**config.mk**
```make
export PLATFORM = sky130hd
export DESIGN_NAME = spi_master_ctrl
export DESIGN_NICKNAME = d
export VERILOG_FILES = /design/src/rtl/spi_master_ctrl.sv
export SDC_FILE = /design/constraint.sdc
export NUM_CORES = 1
export LEC_CHECK = 0
export CAP_MARGIN = 20
export CORE_UTILIZATION = 50
export DETAILED_ROUTE_END_ITERATION = 10
export PLACE_DENSITY = 0.84
export SYNTH_ARGS = -nofsm -noshare
export SYNTH_HDL_FRONTEND = slang
export SYNTH_SLANG_ARGS = --single-unit
```
**constraint.sdc**
```tcl
create_clock -name clk -period 2.1 [get_ports clk]
set_input_delay 0.315 -clock clk [delete_from_list [all_inputs] [get_ports clk]]
set_output_delay 0.315 -clock clk [all_outputs]
set_load 0.05 [all_outputs]
```
**src/rtl/spi_master_ctrl.sv**
```systemverilog
// spi_master_ctrl: SPI mode-0 master sequencer, one DATA_W-bit transfer per start, MSB first.
// Feeds the downstream SIPO via shift_ena/shift_din and latches its output on completion.
module spi_master_ctrl #(
    parameter int CLK_DIV = 4,
    parameter int DATA_W  = 8
) (
    input  logic              clk,
    input  logic              rst,
    input  logic              start,
    input  logic [DATA_W-1:0] tx_data,
    input  logic              miso,
    input  logic [DATA_W-1:0] rx_in,
    output logic              sclk,
    output logic              cs_n,
    output logic              mosi,
    output logic              shift_ena,
    output logic              shift_din,
    output logic              busy,
    output logic              done,
    output logic [DATA_W-1:0] rx_data
);
    localparam int CW = $clog2(CLK_DIV) + 1;
    localparam int BW = $clog2(DATA_W) + 1;
    localparam logic [2:0] S_IDLE  = 3'd0;
    localparam logic [2:0] S_LEAD  = 3'd1;
    localparam logic [2:0] S_HIGH  = 3'd2;
    localparam logic [2:0] S_LOW   = 3'd3;
    localparam logic [2:0] S_TRAIL = 3'd4;
    localparam logic [2:0] S_DONE  = 3'd5;

    logic [2:0]        r_state;
    logic [CW-1:0]     r_cnt;
    logic [BW-1:0]     r_bits;
    logic [DATA_W-1:0] r_sh;
    logic              w_phase_end;
    logic              w_trail_end;
    logic              w_last;

    assign w_phase_end = r_cnt == CW'(CLK_DIV - 1);
    // trail spans the final low half-period plus the cs_n hold, minus the DONE cycle
    assign w_trail_end = r_cnt == CW'(2 * CLK_DIV - 2);
    assign w_last      = r_bits == BW'(DATA_W - 1);

    always_ff @(posedge clk or posedge rst) begin
        if (rst) begin
            r_state   <= S_IDLE;
            r_cnt     <= '0;
            r_bits    <= '0;
            r_sh      <= '0;
            sclk      <= 1'b0;
            cs_n      <= 1'b1;
            mosi      <= 1'b0;
            shift_ena <= 1'b0;
            shift_din <= 1'b0;
            busy      <= 1'b0;
            done      <= 1'b0;
            rx_data   <= '0;
        end else begin
            shift_ena <= 1'b0;
            done      <= 1'b0;
            case (r_state)
                S_IDLE: if (start) begin
                    r_sh    <= tx_data;
                    mosi    <= tx_data[DATA_W-1];
                    cs_n    <= 1'b0;
                    busy    <= 1'b1;
                    r_cnt   <= '0;
                    r_bits  <= '0;
                    r_state <= S_LEAD;
                end
                S_LEAD, S_LOW: if (w_phase_end) begin
                    r_cnt     <= '0;
                    sclk      <= 1'b1;
                    shift_din <= miso;
                    shift_ena <= 1'b1;
                    r_state   <= S_HIGH;
                end else begin
                    r_cnt <= r_cnt + CW'(1);
                end
                S_HIGH: if (w_phase_end) begin
                    r_cnt   <= '0;
                    sclk    <= 1'b0;
                    r_bits  <= r_bits + BW'(1);
                    r_state <= w_last ? S_TRAIL : S_LOW;
                    if (!w_last) begin
                        r_sh <= r_sh << 1;
                        mosi <= r_sh[DATA_W-2];
                    end
                end else begin
                    r_cnt <= r_cnt + CW'(1);
                end
                S_TRAIL: if (w_trail_end) begin
                    r_cnt   <= '0;
                    r_state <= S_DONE;
                end else begin
                    r_cnt <= r_cnt + CW'(1);
                end
                S_DONE: begin
                    cs_n    <= 1'b1;
                    done    <= 1'b1;
                    busy    <= 1'b0;
                    rx_data <= rx_in;
                    mosi    <= 1'b0;
                    r_state <= S_IDLE;
                end
                default: r_state <= S_IDLE;
            endcase
        end
    end
endmodule
```
==> key figures <==
Status
  • Status: finished clean

Clocking
  • Post-CTS Repair Setup Buffers: 0
  • Max Root-Sink Buffers: 2
  • CTS tree: done
  • H-tree depth: 2
  • Inserted Clock Buffers: 5
  • Clk root buf: clkbuf_4
  • Clk Latency, worst-skew pair: 340 ps
  • Clock tree sinks: 32
  • Worst-path clk slew: 90 ps
  • Hold-fix buffers at CTS: 0
  • Post-CTS Resized: 0

Timing
  • Final period utilization: 95.16%
  • Final Skew: roughly 9 ps
  • Max Slew Vio Count: 0
  • Setup TNS: 0 ps
  • Minimum clock period: between 1500 and 2000 ps
  • Unrepaired setup endpoints after global routing: no
  • Count of final setup violators: 0
  • Final Hold Fails: 0
  • Worst slew pin tran: 519.3 ps
  • Maximum clock rate: 0.5004 GHz
  • Relative slew slack: 65.34%

Cells and area
  • Non-Filler Instances: 250
  • Ant diodes: 0
  • # fillers: 255
  • Final instance area: 0.002079 mm²
  • Area growth syn-to-layout: 27.85%
  • Final nets: 231
  • Fraction of layout cells with a size suffix above 1: 9.709%

Yosys
  • Top post-synthesis cells by area: dfrtp_1 48%, nand2_1 7.4%, ha_1 4.6%, o21ai_0 4.6%, a2bb2oi_1 3.2%
  • Post-synthesis cell type count: 33
  • Syn Std Cell Area: 0.001627 mm²
  • Synth Instances: 166
  • Post-Syn Nets: 192
  • Yosys top cell area share: 47.69%
  • Post-synthesis adder-cell area fraction: 4.615%
  • Synth Warn #: 0
  • Post-synth top area cell: dfrtp_1
  • Syn Area/Cell: 9.799 µm²
  • Compound-Gate Fraction of Synth Area: between 15 and 20%
  • Synth Register Bits: 32
  • Multiplexer share of the synthesized area: 4.462%
  • XOR/XNOR Fraction of Synth Area: 0%
  • Seq/Total Area, Yosys: 49.31%
  • Main combinational cell family by area after synthesis: simple AND/OR/NAND/NOR gates
  • Simple-gate portion of the synthesized area: 19.08%

Die
  • Starting Density: between 50 and 60%
  • Full die area: approximately 0.0035 mm²
  • Core Area: 0.003078 mm²
  • Num ports: 35
  • Row cnt: 20
  • Chip Width: about 59 µm
  • Die height: ~60 µm

Critical path
  • WS Path Type: reg2out
  • Nature of the critical path endpoint: output pin
  • Worst Path Required: around 1800 ps
  • Worst path slowest cell: clkdlybuf4s50_1
  • Crit-path max cell delay: 800 ps
  • CP Max Fanout: 3
  • Startpoint Class: register
  • Arr. time, crit path: 1680 ps
  • Cell family with most CP delay: buffers and inverters
  • Critical path cell sequence: clkdlybuf4s50_1
  • Worst Path Buf+Inv: 1

Routing
  • WL/cell: 14.43 µm
  • Mean number of vias per cell: 5.424
  • First-pass iteration count of the detailed router: 4
  • Final ANT Viol Nets: 0
  • Initial DRC Count: 50
  • Vias: 1,356
  • Post-Route WL: about 3.6 mm
  • DRC Markers: 0

Global route
  • Number of global-route vias before repair: 1,397
  • GR Overflow Total: 0
  • Largest net degree at the start of global routing: 33
  • Initial antenna violation count: 0
  • First-pass GRT wire length: 6.147 mm
  • Overall routing resource usage: 24.22%

Pwr
  • Leakage: 0.8893 nW
  • Peak VDD IR: 911.5 µV
  • PD cells: 1346 mW/mm²

Placed design
  • Routability Congestion: between 0.7 and 0.8
  • PortBufs: 34
  • Dpl cell area: 0.002021 mm²
  • Placed Cells: around 240
  • Final HPWL DP: 2.566 mm

Run
  • Maxcap violations: 0

Worst hold path
  • Hold Crit Class: in2async
final cells by class:
class | count | area (µm²) | area share [%]
Clock buffer | 8 | 58.81 | 2.828
Inverter | 9 | 33.78 | 1.625
Multi-Input combinational cell | 119 | 759.5 | 36.52
Sequential cell | 32 | 802.0 | 38.57
Tap cell | 44 | 55.05 | 2.647
Timing Repair Buffer | 38 | 370.4 | 17.81
through the flow:
stage / util (%) / setup slack (ps) / hold WS, ps / power, mW
3_5_place_dp: 65.65 / 303.1 / 465.4 / 2.441
3_3_place_gp: 65.65 / 394.5 / 458.0 / 2.359
5_1_grt: 67.56 / 67.10 / 400.5 / 3.018
4_1_cts: 67.56 / 88.71 / 365.6 / 2.803
2_1_floorplan: - / 640.9 / 420.4 / 2.052
6_report: 67.56 / 101.6 / 351.4 / 2.798
state kept, by name, indices dropped and copies added, names as in the netlist, 3 cells and up:
signal and flops:
rx_data 8, r_bits 4, r_sh 7, r_state 3, r_cnt 3
cell usage in the layout, fill, tap and decap left out, types with 6 or more instances in the layout:
master / count
ha_1: 6
nand2_1: 32
o21ai_0: 15
nor2_1: 8
a2bb2oi_1: 6
a21oi_1: 10
dfrtp_1: 31
inv_1: 8
o22ai_1: 6
clkdlybuf4s50_1: 34
metal layers:
metal	up-vias	share of wire, %	track usage [%]
met1	651	44	29.38
met2	39	49	41.07
met3	6	5.5	7.424
met5	-	0	0
li1	660	-	-
met4	0	1.5	8.163
power breakdown:
group / switching (mW) / leakage [nW] / internal [mW]
sequential: 0.215 / 0.349 / 0.824
combinational: 0.802 / 0.508 / 0.598
clock: 0.194 / 0.0326 / 0.165
cells by family (layout without fill, tap and decap cells):
logic type | Yosys count | in the layout
simple gates | 61 | 61
compound gates | 45 | 45
flops | 32 | 32
buf+inv | 15 | 55
mux | 7 | 7
fa+ha+maj | 6 | 6
worst paths after layout:
kind | from | to | slack [ps] | cells after the start
setup / recovery | cs_n$_DFFE_PP1P_ | cs_n | 100 | 1
hold / removal | rst | r_sh[2]$_DFFE_PP0P_ | 350 | 3
setup reg to reg | r_state[0]$_DFFE_PP0P_ | mosi$_DFFE_PP0P_ | 440 | 4
hold reg to reg | rx_data[4]$_DFFE_PP0P_ | rx_data[4]$_DFFE_PP0P_ | 480 | 2
max in group asynchronous | rst | cs_n$_DFFE_PP1P_ | 1430 | 3
min in group clk | rx_data[4]$_DFFE_PP0P_ | rx_data[4]$_DFFE_PP0P_ | 480 | 2
synth_stat cells (all sizes together):
library cell and number:
a21boi 2, a21oi 10, a22oi 1, a2bb2oi 6
a31oi 2, a32o 1, and2b 1, buf 4
clkbuf 2, clkinv 1, dfrtp 31, dfstp 1
ha 6, inv 8, mux2 2, mux2i 5
nand2 33, nand2b 5, nand3 1, nand3b 4
nand4 1, nor2 8, nor3 5, nor3b 3
o21ai 15, o22ai 6, o311a 1, o311ai 1
Note: power is estimated with default switching activity, not from simulation.
